File: src/rtl/mdu_issue_ctrl_pkg.sv
// Shared op codes, error codes and FSM encoding for the MDU issue controller.
// Latency: n/a (types and pure helpers only); backpressure: n/a.
package mdu_issue_ctrl_pkg;

    typedef enum logic [3:0] {
        MDU_NONE  = 4'd0,
        MDU_MULT  = 4'd1,
        MDU_MULTU = 4'd2,
        MDU_DIV   = 4'd3,
        MDU_DIVU  = 4'd4,
        MDU_MFHI  = 4'd5,
        MDU_MFLO  = 4'd6,
        MDU_MTHI  = 4'd7,
        MDU_MTLO  = 4'd8
    } mdu_op_e;

    typedef enum logic [1:0] {
        ERR_NONE    = 2'd0,
        ERR_LATE    = 2'd1,
        ERR_DROP    = 2'd2,
        ERR_OVERRUN = 2'd3
    } err_e;

    typedef enum logic [1:0] {
        IDLE  = 2'd0,
        ARMED = 2'd1,
        RUN   = 2'd2
    } state_e;

    // Codes 9..15 are unused encodings and count as no MDU use.
    function automatic logic is_mdu_use(input logic [3:0] op);
        return (op >= 4'(MDU_MULT)) && (op <= 4'(MDU_MTLO));
    endfunction

    function automatic logic is_mul(input logic [3:0] op);
        return (op == 4'(MDU_MULT)) || (op == 4'(MDU_MULTU));
    endfunction

    function automatic logic is_div(input logic [3:0] op);
        return (op == 4'(MDU_DIV)) || (op == 4'(MDU_DIVU));
    endfunction

endpackage

File: src/rtl/mdu_issue_ctrl_lat_counter.sv
// Shadow latency counter: load, decrement toward zero, hold while frozen.
// Latency: value updates on the next edge; backpressure: hold freezes all updates.
module mdu_lat_counter #(
    parameter int W = 4
) (
    input  logic         clk,
    input  logic         reset,
    input  logic         hold,
    input  logic         load,
    input  logic [W-1:0] load_val,
    input  logic         dec,
    output logic         zero
);

    logic [W-1:0] cnt;

    always_ff @(posedge clk) begin
        if (reset) begin
            cnt <= '0;
        end else if (!hold) begin
            if (load) begin
                cnt <= load_val;
            end else if (dec && (cnt != '0)) begin
                cnt <= cnt - W'(1);
            end
        end
    end

    assign zero = (cnt == '0);

endmodule

File: src/rtl/mdu_issue_ctrl.sv
// D-stage stall control and start/busy protocol monitor for the multiply/divide unit.
// Latency: stall_D is combinational, state/errors register on the edge; backpressure: Req freezes tracking.
module mdu_issue_ctrl
    import mdu_issue_ctrl_pkg::*;
#(
    parameter int MULT_CYCLES = 5,
    parameter int DIV_CYCLES  = 10,
    parameter int CNT_W       = 32
) (
    input  logic             clk,
    input  logic             reset,
    input  logic             Req,
    input  logic [3:0]       MDUtype_D,
    input  logic [3:0]       MDUtype_E,
    input  logic             start,
    input  logic             busy,
    output logic             stall_D,
    output logic             proto_err,
    output logic [1:0]       err_code,
    output logic [CNT_W-1:0] stall_cnt,
    output logic             shadow_busy
);

    localparam int MAX_CYCLES = (MULT_CYCLES > DIV_CYCLES) ? MULT_CYCLES : DIV_CYCLES;
    localparam int EXP_W      = $clog2(MAX_CYCLES + 1);

    state_e           state;
    state_e           state_nxt;
    err_e             err_q;
    err_e             err_val;
    logic             err_vld;
    logic             cnt_load;
    logic             cnt_dec;
    logic             exp_zero;
    logic [EXP_W-1:0] load_val;
    logic             use_D;
    logic             track_start;

    assign use_D       = is_mdu_use(MDUtype_D);
    // Only real mult/div ops are tracked; a start beside mfhi/mflo/mthi/mtlo is ignored.
    assign track_start = start && (is_mul(MDUtype_E) || is_div(MDUtype_E));
    assign shadow_busy = (state == RUN) && !exp_zero;
    assign stall_D     = use_D && (start || busy || shadow_busy);
    assign err_code    = err_q;

    always_comb begin
        load_val = EXP_W'(DIV_CYCLES);
        if (is_mul(MDUtype_E)) begin
            load_val = EXP_W'(MULT_CYCLES);
        end
    end

    always_comb begin
        state_nxt = state;
        cnt_load  = 1'b0;
        cnt_dec   = 1'b0;
        err_vld   = 1'b0;
        err_val   = ERR_NONE;
        if (!Req) begin
            case (state)
                IDLE: begin
                    if (track_start) begin
                        state_nxt = ARMED;
                        cnt_load  = 1'b1;
                    end
                end
                ARMED: begin
                    if (busy) begin
                        state_nxt = RUN;
                        cnt_dec   = 1'b1;
                    end else begin
                        state_nxt = IDLE;
                        err_vld   = 1'b1;
                        err_val   = ERR_LATE;
                    end
                end
                RUN: begin
                    if (!busy) begin
                        state_nxt = IDLE;
                        if (!exp_zero) begin
                            err_vld = 1'b1;
                            err_val = ERR_DROP;
                        end
                    end else if (exp_zero) begin
                        // Stay until the unit finally drops busy.
                        err_vld = 1'b1;
                        err_val = ERR_OVERRUN;
                    end else begin
                        cnt_dec = 1'b1;
                    end
                end
                default: state_nxt = IDLE;
            endcase
            if (start && (state != IDLE) && !err_vld) begin
                err_vld = 1'b1;
                err_val = ERR_OVERRUN;
            end
        end
    end

    always_ff @(posedge clk) begin
        if (reset) begin
            state     <= IDLE;
            proto_err <= 1'b0;
            err_q     <= ERR_NONE;
            stall_cnt <= '0;
        end else begin
            state <= state_nxt;
            if (err_vld && !proto_err) begin
                proto_err <= 1'b1;
                err_q     <= err_val;
            end
            if (stall_D) begin
                stall_cnt <= stall_cnt + CNT_W'(1);
            end
        end
    end

    mdu_lat_counter #(
        .W(EXP_W)
    ) u_lat_counter (
        .clk      (clk),
        .reset    (reset),
        .hold     (Req),
        .load     (cnt_load),
        .load_val (load_val),
        .dec      (cnt_dec),
        .zero     (exp_zero)
    );

endmodule

File: config.mk
export PLATFORM = sky130hd
export DESIGN_NAME = mdu_issue_ctrl
export DESIGN_NICKNAME = d
export VERILOG_FILES = /design/src/rtl/mdu_issue_ctrl_pkg.sv /design/src/rtl/mdu_issue_ctrl_lat_counter.sv /design/src/rtl/mdu_issue_ctrl.sv
export SDC_FILE = /design/constraint.sdc
export NUM_CORES = 1
export LEC_CHECK = 0
export BUFFER_PORTS_ARGS = -buffer_cell sky130_fd_sc_hd__buf_2
export CORE_MARGIN = 10
export CORE_UTILIZATION = 50
export CTS_CLUSTER_SIZE = 30
export DETAILED_ROUTE_END_ITERATION = 10
export HOLD_SLACK_MARGIN = 0.08
export PLACE_DENSITY = 0.76
export SYNTH_ARGS = -nofsm -noshare
export SYNTH_HDL_FRONTEND = slang
export SYNTH_SLANG_ARGS = --single-unit
File: constraint.sdc
create_clock -name clk -period 2 [get_ports clk]
set_input_delay 0.3 -clock clk [delete_from_list [all_inputs] [get_ports clk]]
set_output_delay 0.3 -clock clk [all_outputs]
set_load 0.1 [all_outputs]
==> results.tsv <==
metric	value	unit
status	finished, violations left	
failing checks	setup timing	
Data required, critical path	1700	ps
CTS tree	built	
Synth Register Bits	41	
maximum fanout along the worst path	3	
DR vias	2470	
gr usage total	15.6	%
Hold WC Path Type	in -> reg	
IO Port Bufs	49	
Syn Std Cell Area	2560	um2
DRT iter0 DRCs	129	
clk slew on worst S/H paths	80	ps
vias in the first global route	2370	
Synth Area in Adders	3.42	%
setup violators final	17	
H-tree depth	2	
DIE HEIGHT	91.6	um
die area	8390	um2
Max stage delay on crit path	400	ps
Horiz. Die Dim	91.6	um
CTS sink count	41	
synthesized area per cell	8.74	um2
core area	4850	um2
crit path launch type	register	
Via-to-Cell Ratio	5.88	
P&R area growth vs syn	34.5	%
RSZ-0062 raised after global routing	true	
Routability Congestion	0.900	
Final Hold Fails	0	
largest family of logic cells by synthesized area	simple AND/OR/NAND/NOR gates	
max_slew headroom	66.8	%
TNS Setup	-1710	ps
Max Clk Rate	0.461	GHz
grt ovf	0	
Net Count, Synth	313	
Root Buffer Master	clkbuf_8	
Finished Layout Cells	420	
Slew @ Worst Pin	502	ps
Worst-Skew Late Latency	300	ps
power density cells	492	nW/um2
peak supply drop	0.344	mV
fin crit period	2170	ps
pre-CTS setup slack	-70.9	ps
count of pins over their slew limit	0	
Slowest-stage cell, CP	or3b_4	
Placed Area	3120	um2
final net count	372	
WL final	6940	um
ys flop type	dfxtp_1	
post-route ant nets	0	
# IOs	50	
Post-Syn Instances	293	
Num CTS Buffers	5	
Antenna diodes	0	
final worst path period share	108	%
Max Cap Violations	0	
pin count of the biggest net entering global routing	27	
synth warn	0	
routed wire length per instance	16.5	um
CP Data Arrival Time	1870	ps
mux cell area share after synthesis	7.91	%
simple logic cell fraction of the synthesized area	35.9	%
Initial Util	52.8	%
DP HPWL	4660	um
DRC viols	0	
Final Skew	10.7	ps
Inst Count DP	405	
CP top delay family	simple AND/OR/NAND/NOR gates	
CP dominant cell by count	buf_12	
site row count	25	
post-synth cell types	51	
share of layout cells above drive strength 1	49.0	%
post-route cell area	3440	um2
compound-gate portion of the synthesized area	14.0	%
Bufs and invs on worst path	3	
post-synthesis xor/xnor area fraction	1.03	%
crit path kind	reg -> out	
first-pass GRT wire length	11200	um
Post-synth EDFFs	0	
Post-synth ARST share	0	%
worst setup margin	-169	ps
critical-path cell list	inv_2 -> ha_4 -> or3b_4 -> a211oi_4 -> buf_12 -> nor2_4 -> buf_12	
CP endpoint kind	output port	
sequential fraction of the synthesis area	32.0	%
drt pass-1 iters	4	
LEAKAGE	1.31	nW
initial antenna violation count	0	
clock buffer depth	2	
## placed cells by master (no fill, tap or decap), drive strengths merged, types with 6 or more instances in the layout
cell / netlist / routed
or4: 11 / 11
ha: 7 / 7
or3: 6 / 6
nand4: 14 / 14
nor4: 16 / 16
and4: 7 / 7
a21oi: 17 / 17
o21ai: 8 / 8
nand3: 7 / 7
buf: 9 / 73
nand2: 15 / 15
inv: 11 / 11
mux2: 18 / 18
o31ai: 11 / 11
dfxtp: 41 / 41
nor2: 21 / 21
clkbuf: 12 / 7
nor2b: 21 / 21
## routing by layer
metal  part of all wire, %  routed length [um]  track usage, %
met2                    50                3490            27.8
met4                   1.8                 125            5.61
met3                   4.7                 328            4.12
met1                    43                3000            17.3
met5                     0                   0               0
## what timing repair did
item / 4_1_cts / 5_1_grt
pin swaps: 4 / 16
hold buffers: 0 / 0
buffers inserted: 4 / 3
setup endpoints to repair: 19 / 36
hold endpoints to repair: 0 / 0
cloned: 1 / 0
gates resized for setup: 16 / 29
## worst min-delay path, stage by stage
cell and delay (ps):
buf_2 120, o21bai_1 110, a21oi_1 60
## cell type report
type	count	area, um2
Fill cell	378	1400
Sequential cell	41	913
Multi-Input combinational cell	220	1760
Clock buffer	7	96.3
Timing Repair Buffer	73	546
Tap cell	67	83.8
Inverter	11	43.8
Clock inverter	1	5.00
## synth_stat cells, types with 2 or more instances
master | n | share of area [%]
nor4_4 | 4 | 3.3
nor2b_1 | 21 | 5.1
buf_4 | 4 | 1.2
nand2b_1 | 2 | 0.49
a21oi_1 | 17 | 3.3
nand3_1 | 6 | 1.2
o31ai_1 | 10 | 2.9
nor4_2 | 3 | 1.5
inv_1 | 11 | 1.6
or2_2 | 3 | 0.73
nor3_1 | 3 | 0.59
and3_1 | 3 | 0.73
nor2_1 | 21 | 3.1
ha_1 | 7 | 3.4
nand4b_1 | 3 | 1.0
dfxtp_1 | 41 | 32
and2_1 | 3 | 0.73
or3_1 | 6 | 1.5
xnor2_1 | 3 | 1.0
or4_1 | 11 | 3.2
mux2_2 | 13 | 5.7
mux2_1 | 5 | 2.2
nor4_1 | 9 | 2.2
o21ai_0 | 8 | 1.6
and4_1 | 7 | 2.4
nand4_1 | 14 | 3.4
buf_2 | 3 | 0.59
nand2_1 | 14 | 2.1
o41ai_1 | 3 | 1.0
clkbuf_1 | 12 | 1.8
a211oi_1 | 2 | 0.59
o311ai_0 | 2 | 0.68
## flip-flops by register name, indices dropped and copies added, names as in the netlist
name	count
state	2
err_code	2
stall_cnt	32
proto_err	1
u_lat_counter.cnt	4
## cells by family (layout without fill, tap and decap cells)
| kind of cell | count (synthesis) | after routing |
|---|---|---|
| mux | 18 | 18 |
| simple gates | 139 | 139 |
| flops | 41 | 41 |
| buf+inv | 32 | 92 |
| xor+xnor | 3 | 3 |
| fa+ha+maj | 7 | 7 |
| compound gates | 53 | 53 |
## final timing paths
kind	slack (ps)	startpoint	to	cells past startpoint
worst max register to register	-140	u_lat_counter.cnt[1]	stall_cnt[28]	9
worst min-delay path	340	Req	proto_err	3
worst max-delay path	-170	u_lat_counter.cnt[1]	stall_D	7
worst min register to register	460	err_code[0]	err_code[0]	2
## report_power, final
group	internal, W	switching, W	total [W]	leakage [nW]
combinational	0.000108	0.000176	0.000284	0.899
sequential	0.000798	0.00000907	0.000808	0.353
clock	0.000312	0.000292	0.000604	0.0542
total	0.00122	0.000477	0.00170	1.31
## through the flow
| stage | power [W] | util (%) | hold WS (ps) |
|---|---|---|---|
| CTS | 0.00169 | 69.0 | 332 |
| detailed placement | 0.00106 | 64.4 | 436 |
| finish | 0.00170 | 71.0 | 345 |
| global placement | 0.00105 | 64.4 | 432 |
| global route | 0.00176 | 71.0 | 374 |
| floorplan | 0.000985 | - | 459 |
Note: power is estimated with default switching activity, not from simulation.
